$ cat config.mk
export PLATFORM = sky130hd
export DESIGN_NAME = pipeline_ctrl
export DESIGN_NICKNAME = d
export VERILOG_FILES = /design/src/rtl/cpu_types_pkg.sv /design/src/rtl/hazard_detect.sv /design/src/rtl/pipeline_ctrl.sv
export SDC_FILE = /design/constraint.sdc
export NUM_CORES = 1
export LEC_CHECK = 0
export CAP_MARGIN = 20
export CORE_ASPECT_RATIO = 1.5
export CORE_MARGIN = 3
export CORE_UTILIZATION = 45
export CTS_CLUSTER_DIAMETER = 100
export DETAILED_ROUTE_END_ITERATION = 7
export DONT_BUFFER_PORTS = 1
export SKIP_CTS_REPAIR_TIMING = 1
export SLEW_MARGIN = 25
export SYNTH_ARGS = -nofsm -noshare
export SYNTH_HDL_FRONTEND = slang
export SYNTH_SLANG_ARGS = --single-unit
$ cat constraint.sdc
create_clock -name CLK -period 6.3 [get_ports CLK]
set_clock_uncertainty 0.1 [all_clocks]
set_input_delay 0.945 -clock CLK [delete_from_list [all_inputs] [get_ports CLK]]
set_output_delay 0.945 -clock CLK [all_outputs]
set_load 0.03 [all_outputs]
$ cat src/rtl/cpu_types_pkg.sv
// Shared types for the pipeline control slice: FSM state, register index,
// stage-control bundle and a saturating counter helper.
package cpu_types_pkg;

  typedef logic [4:0] reg_idx_t;

  typedef enum logic [1:0] {
    RUN    = 2'd0,
    DWAIT  = 2'd1,
    HALTED = 2'd2
  } pipe_state_t;

  localparam int CNT_W = 16;
  typedef logic [CNT_W-1:0] cnt_t;
  localparam cnt_t CNT_MAX = '1;

  // One bit per stage-register control, MSB first in this order.
  typedef struct packed {
    logic en_pc;
    logic en_ifid;
    logic en_idex;
    logic en_exmem;
    logic en_memwb;
    logic flush_ifid;
    logic flush_idex;
  } stage_ctrl_t;

  localparam stage_ctrl_t CTRL_FREEZE   = stage_ctrl_t'(7'b00000_00);
  localparam stage_ctrl_t CTRL_NORMAL   = stage_ctrl_t'(7'b11111_00);
  localparam stage_ctrl_t CTRL_BRANCH   = stage_ctrl_t'(7'b11111_11);
  localparam stage_ctrl_t CTRL_LOAD_USE = stage_ctrl_t'(7'b00111_01);
  localparam stage_ctrl_t CTRL_JUMP     = stage_ctrl_t'(7'b11111_10);

  function automatic cnt_t sat_inc(input cnt_t value, input logic inc);
    return (inc && (value != CNT_MAX)) ? value + cnt_t'(1) : value;
  endfunction

endpackage

$ cat src/rtl/hazard_detect.sv
// Load-use hazard compare between the load in EX and the sources read in ID.
module hazard_detect
  import cpu_types_pkg::*;
(
  input  logic     ex_memren,
  input  reg_idx_t ex_rd,
  input  reg_idx_t id_rs,
  input  reg_idx_t id_rt,
  input  logic     id_uses_rt,
  output logic     load_use
);

  // Register 0 is hardwired to zero, so a load targeting it never creates a dependency.
  assign load_use = ex_memren && (ex_rd != '0) &&
                    ((ex_rd == id_rs) || (id_uses_rt && (ex_rd == id_rt)));

endmodule

$ cat src/rtl/pipeline_ctrl.sv
// Five-stage pipeline controller: stall/flush steering, data-wait and halt FSM,
// and saturating cycle/stall performance counters.
module pipeline_ctrl
  import cpu_types_pkg::*;
(
  input  logic        CLK,
  input  logic        RST,
  input  logic        ihit,
  input  logic        dhit,
  input  logic        mem_dreq,
  input  logic        ex_memren,
  input  reg_idx_t    ex_rd,
  input  reg_idx_t    id_rs,
  input  reg_idx_t    id_rt,
  input  logic        id_uses_rt,
  input  logic        ex_branch_taken,
  input  logic        id_jump,
  input  logic        wb_halt,
  output logic        en_pc,
  output logic        en_ifid,
  output logic        en_idex,
  output logic        en_exmem,
  output logic        en_memwb,
  output logic        flush_ifid,
  output logic        flush_idex,
  output logic        halt,
  output logic [15:0] cycle_cnt,
  output logic [15:0] stall_cnt,
  output logic [1:0]  state
);

  pipe_state_t state_q, state_d;
  cnt_t        cycle_cnt_q, cycle_cnt_d;
  cnt_t        stall_cnt_q, stall_cnt_d;

  logic        load_use;
  logic        advance;
  logic        not_halted;
  stage_ctrl_t ctrl;

  hazard_detect u_hazard_detect (
    .ex_memren  (ex_memren),
    .ex_rd      (ex_rd),
    .id_rs      (id_rs),
    .id_rt      (id_rt),
    .id_uses_rt (id_uses_rt),
    .load_use   (load_use)
  );

  // NOTE: every signal written here gets a default first so no path leaves it
  // unassigned, which would otherwise infer a latch.
  always_comb begin
    advance = 1'b0;
    state_d = state_q;

    case (state_q)
      RUN: begin
        advance = ihit && (!mem_dreq || dhit);
        if (advance && wb_halt) begin
          state_d = HALTED;
        end else if (mem_dreq && !dhit) begin
          state_d = DWAIT;
        end
      end
      DWAIT: begin
        advance = dhit;
        if (dhit) begin
          state_d = wb_halt ? HALTED : RUN;
        end
      end
      HALTED: begin
        advance = 1'b0;
      end
      default: begin
        advance = 1'b0;
        state_d = RUN;
      end
    endcase

    // Reset holds every stage register frozen regardless of the current state.
    if (RST) begin
      advance = 1'b0;
    end
  end

  always_comb begin
    ctrl = CTRL_FREEZE;
    if (advance) begin
      if (ex_branch_taken) begin
        ctrl = CTRL_BRANCH;
      end else if (load_use) begin
        ctrl = CTRL_LOAD_USE;
      end else if (id_jump) begin
        ctrl = CTRL_JUMP;
      end else begin
        ctrl = CTRL_NORMAL;
      end
    end
  end

  assign not_halted  = (state_q != HALTED);
  assign cycle_cnt_d = sat_inc(cycle_cnt_q, not_halted);
  assign stall_cnt_d = sat_inc(stall_cnt_q, not_halted && !ctrl.en_pc);

  // NOTE: sequential state uses non-blocking assignments so every flop samples
  // the pre-edge values of the others.
  always_ff @(posedge CLK) begin
    if (RST) begin
      state_q     <= RUN;
      cycle_cnt_q <= '0;
      stall_cnt_q <= '0;
    end else begin
      state_q     <= state_d;
      cycle_cnt_q <= cycle_cnt_d;
      stall_cnt_q <= stall_cnt_d;
    end
  end

  assign en_pc      = ctrl.en_pc;
  assign en_ifid    = ctrl.en_ifid;
  assign en_idex    = ctrl.en_idex;
  assign en_exmem   = ctrl.en_exmem;
  assign en_memwb   = ctrl.en_memwb;
  assign flush_ifid = ctrl.flush_ifid;
  assign flush_idex = ctrl.flush_idex;
  assign halt       = (state_q == HALTED);
  assign cycle_cnt  = cycle_cnt_q;
  assign stall_cnt  = stall_cnt_q;
  assign state      = state_q;

endmodule

## Word level (Yosys, flattened, before mapping)

Cells that the tools add are included.

| word-level totals | value |
|---|---|
| bits in registers | 34 |
| latch bits | 0 |
| bits in writable memories | 0 |
| bits in read-only memories | 0 |
| input port bits | 25 |
| output and inout bits | 42 |
| logic and storage cells | 43 |
| memories | 0 |

| operators by class | value |
|---|---|
| add/subtract/negate cells | 2 |
| multiply operators | 0 |
| div/mod/pow operators | 0 |
| order comparisons | 0 |
| equal/unequal tests | 9 |
| shifts and indexed selects | 0 |
| mux-type cells | 11 |
| bitwise logic cells | 1 |
| reductions and logical operators | 17 |

Operators by type and width:

| cell | number |
|---|---|
| adder 16 x 1 -> 16 bit, second input constant | 2 |
| inequality test 16 bit, second input constant | 2 |
| two-way mux 7 bit | 3 |
| == test 5 bit | 2 |
| two-way mux 2 bit | 5 |
| logical AND 1 bit | 9 |
| one-hot mux 2 bit (3 select lines) | 1 |
| nonzero test 5 bit | 1 |
| inequality test 2 bit, second input constant | 2 |
| logical NOT 1 bit | 3 |
| inequality test 3 bit, second input constant | 1 |
| AND reduction 3 bit | 1 |
| == test 2 x 1 -> 1 bit, second input constant | 1 |
| == test 2 bit, second input constant | 1 |
| logical NOT 2 bit | 1 |
| logical OR 1 bit | 2 |
| one-hot mux 1 bit (2 select lines) | 1 |
| two-way mux 1 bit | 1 |
| NOT 1 bit | 1 |

## Longest topological paths before layout

| logic depth | value |
|---|---|
| depth in word-level cells | 10 |
| depth in mapped cells | 9 |
| depth with buffers taken out | 7 |

## Hierarchy

Synthesis repeated with hierarchy kept, for this count alone.

| second synthesis, totals | value |
|---|---|
| cells, all modules | 244 |
| area total of the unflattened synthesis | 2139.6 sq um |

By module, submodules not included:

| module | times used | cells each | area an instance (sq um) | seq. area each (sq um) |
|---|---|---|---|---|
| pipeline_ctrl | 1 | 227 | 2006.9 | 680.7 |
| hazard_detect | 1 | 17 | 132.6 | 0.0 |

## Least setup slack after synthesis

No wires, ideal clock.

| path | value |
|---|---|
| path kind | input to output |
| from | in ex_rd[0] |
| to | out en_pc |
| arrival time | 2.518 ns |
| data required time | 5.255 ns |
| path slack | 2.737 ns |
| stages on the path | 7 |
| buffers on the path | 1 |
| cells stage by stage | or4_1 o21ai_1 inv_1 nand2_1 nor2_1 nor2_1 buf_4 |

| on the way | value |
|---|---|
| word-level cells in the longest chain between the ends | 7 |
| elaborated cells between the ends (all ways) | 10 |
| those cells by class | 2 x eq/ne; 3 x mux; 5 x reduce/logical |

Ends and longest elaborated chain:

| item | RTL line | text |
|---|---|---|
| from (decl) | pipeline_ctrl.sv:12 | `input reg_idx_t ex_rd,` |
| == test 5 bit | hazard_detect.sv:15 | `((ex_rd == id_rs) \|\| (id_uses_rt && (ex_rd == id_rt)));` |
| logical AND 1 bit | hazard_detect.sv:15 |  |
| logical OR 1 bit | hazard_detect.sv:15 |  |
| logical AND 1 bit * | hazard_detect.sv:14 | `assign load_use = ex_memren && (ex_rd != '0) &&` |
| two-way mux 7 bit * | pipeline_ctrl.sv:91 | `end else if (load_use) begin` |
| two-way mux 7 bit * | pipeline_ctrl.sv:89 | `if (ex_branch_taken) begin` |
| two-way mux 7 bit * | pipeline_ctrl.sv:88 | `if (advance) begin` |
| to (decl) | pipeline_ctrl.sv:19 | `output logic en_pc,` |

Every way passes the cells marked *; elsewhere a longest branch is shown, timed or not.

## Worst setup path in the final report

Same ends and word-level chain as after synthesis.

==> results.json <==
{
  "ctsHtreeMaxLevel": 2,
  "outcome": "complete, no violations",
  "gp_congestion": 0.858,
  "layout-drive-gt1-share_pct": 6.67,
  "synth_area_per_cell_um2": 8.12,
  "drt-vias-per-instance": 6.26,
  "fin_nets": 251,
  "pre_cts_slack_ns": 2.57,
  "fp.dieW_um": 58.3,
  "grt_max_degree": 36,
  "hold_start": "stall_cnt[8]",
  "grtUsageTotal_pct": 18.3,
  "grt_first_pass_wirelength_um": 7110,
  "diodes": 0,
  "synth_seq_cells": 34,
  "crit_start": "ex_rd[0]",
  "clock-sinks": 34,
  "cp_max_fo": 3,
  "tightest_slew_ns": 1.07,
  "netlist_top_cells_area": "dfxtp_1, xnor2_1, nor2_1, xor2_1, a21oi_1",
  "area_growth_pct": 7.67,
  "wl_per_cell_um": 16.5,
  "maxCapViolations": 0,
  "ys.flop_type": "dfxtp_1",
  "io_pins": 67,
  "synth_most_common_cell": "dfxtp_1",
  "max_clock_freq_ghz": 0.267,
  "hold_viol_final": 0,
  "placementRows": 27,
  "antenna_left": 0,
  "nFillCells": 365,
  "syn_inst": 227,
  "worstPathArrival_ns": 2.70,
  "grt_pass1_vias": 1648,
  "ys_seq_area_share_pct": 36.9,
  "yosysWarnings": 0,
  "first_iter_violations": 75,
  "die_height_um": 84.4,
  "vias": 1677,
  "clk_pin_slew_ns": 0.08,
  "synth_enable_flop_cells": 0,
  "synth_top_area_share_pct": 36.9,
  "post_synth_num_cell_types": 41,
  "clockBufferDepth": 2,
  "worst-setup-path-type": "in -> out",
  "yosysTopAreaCell": "dfxtp_1",
  "p_leak_nw": 0.655,
  "dieArea_um2": 4920,
  "setup_slack_ns": 2.56,
  "antenna_found_initial": 0,
  "dp_hpwl_um": 3230,
  "cts_buffers": 5,
  "firstDrtPassIters": 5,
  "core_area_um2": 3820,
  "slew_viol_final": 0,
  "seq_area_um2": 681,
  "synth_common_cells": "dfxtp_1, nor2_1, a21oi_1",
  "multi_input_area_um2": 1080,
  "end_kind": "output port",
  "initial_core_util_pct": 48.3,
  "syn-num-nets": 254,
  "slew_headroom_pct": 28.1,
  "power.density_nw_per_um2": 272,
  "grt_overflow": 0,
  "finalWirelength_um": 4420,
  "vdd.ir_drop.worst_mv": 0.147,
  "hp-class": "reg -> reg",
  "crit_path_start_kind": "primary input",
  "drc": 0,
  "period_needed_ns": 3.74,
  "netlist_area_um2": 1840,
  "rsz0062_at_grt": "false",
  "finalSetupViolations": 0,
  "cts_root_buffer": "clkbuf_8",
  "setup_tns_ns": 0,
  "r2r_start": "stall_cnt[0]",
  "clock_latency_ns": 0.30,
  "port_buffers": 0,
  "cts_tree": "yes",
  "critPathRequiredTime_ns": 5.25,
  "finalCritPeriodShare_pct": 59.4,
  "async_flop_share_pct": 0
}
## critical path, cell delays in order
cell and delay [ns]:
or4_1 0.55, o21ai_1 0.18, inv_1 0.08, nand2_1 0.09, nor2_1 0.05, nor2_1 0.80
## final timing paths
path / depth (start not counted) / slack, ns / to
max reg2reg: 7 / 3.38 / stall_cnt[4]
min reg2reg: 2 / 0.58 / stall_cnt[8]
min: 2 / 0.58 / stall_cnt[8]
max: 6 / 2.56 / en_pc
## per-stage QoR
| step | util (%) | power, mW | instance area (µm²) | instances | hold slack [ns] |
|---|---|---|---|---|---|
| after floorplan | - | 0.294 | 1840 | 227 | 0.522 |
| after global placement | 48.3 | 0.296 | 1840 | 260 | 0.535 |
| after detailed placement | 48.3 | 0.299 | 1840 | 260 | 0.568 |
| after CTS | 51.9 | 0.544 | 1980 | 268 | 0.580 |
| after global routing | 52.0 | 0.561 | 1980 | 268 | 0.601 |
| final | 52.0 | 0.539 | 1980 | 268 | 0.578 |
## area by class of cell
| class | count | share of cell area (%) |
|---|---|---|
| multi-input cells | 174 | 54.4 |
| clock buffers | 5 | 3.47 |
| flip-flops and latches | 34 | 34.3 |
| well taps | 43 | 2.71 |
| clock inverters | 3 | 3.47 |
| inverters | 9 | 1.70 |
## cells in the final DEF, fill, tap and decap left out, types with 2 or more instances in the layout
cell type and n:
clkbuf_8 5, or3_1 11, nor2_1 28, and4_1 5, inv_1 8, nand2_1 14
a31oi_1 2, nor4_1 3, nand3_1 8, bufinv_16 2, or4_1 4, o21ai_0 13
o31ai_1 2, a21oi_2 2, nand4_1 12, and3_1 2, xor2_1 12, mux2i_1 2
a21oi_1 16, dfxtp_1 34, nor3_1 6, ha_1 2, xnor2_1 14
## sequential cells by signal, indices dropped and copies added (netlist names)
register / flops
cycle_cnt: 16
state: 2
stall_cnt: 16
## report_power, final
part           leakage (nW)  switching (mW)  internal (mW)
Clock                0.0683          0.0867          0.159
Sequential            0.275          0.0242          0.221
Combinational         0.311          0.0301         0.0182
Total                 0.655           0.141          0.398
## cells by family (layout without fill, tap and decap cells)
kind of cell | after synthesis | after routing | synth area share (%)
buffers and inverters | 19 | 17 | 4.75
and+or+nand+nor | 101 | 101 | 29.4
AOI/OAI and AO/OA | 43 | 43 | 14.1
DFF | 34 | 34 | 36.9
muxes | 2 | 2 | 1.09
adders and majority gates | 2 | 2 | 1.36
xor gates and xnor gates | 26 | 26 | 12.4
## layer usage
metal,routed length (µm),part of all wire (%),up-vias,GRT usage (%)
met5,0,0,-,0
met4,126,2.9,0,12.0
met3,375,8.5,10,5.69
met2,2290,52,75,32.8
met1,1620,37,782,17.2
li1,-,-,810,-
No activity file was read; power rests on OpenSTA's default activity.
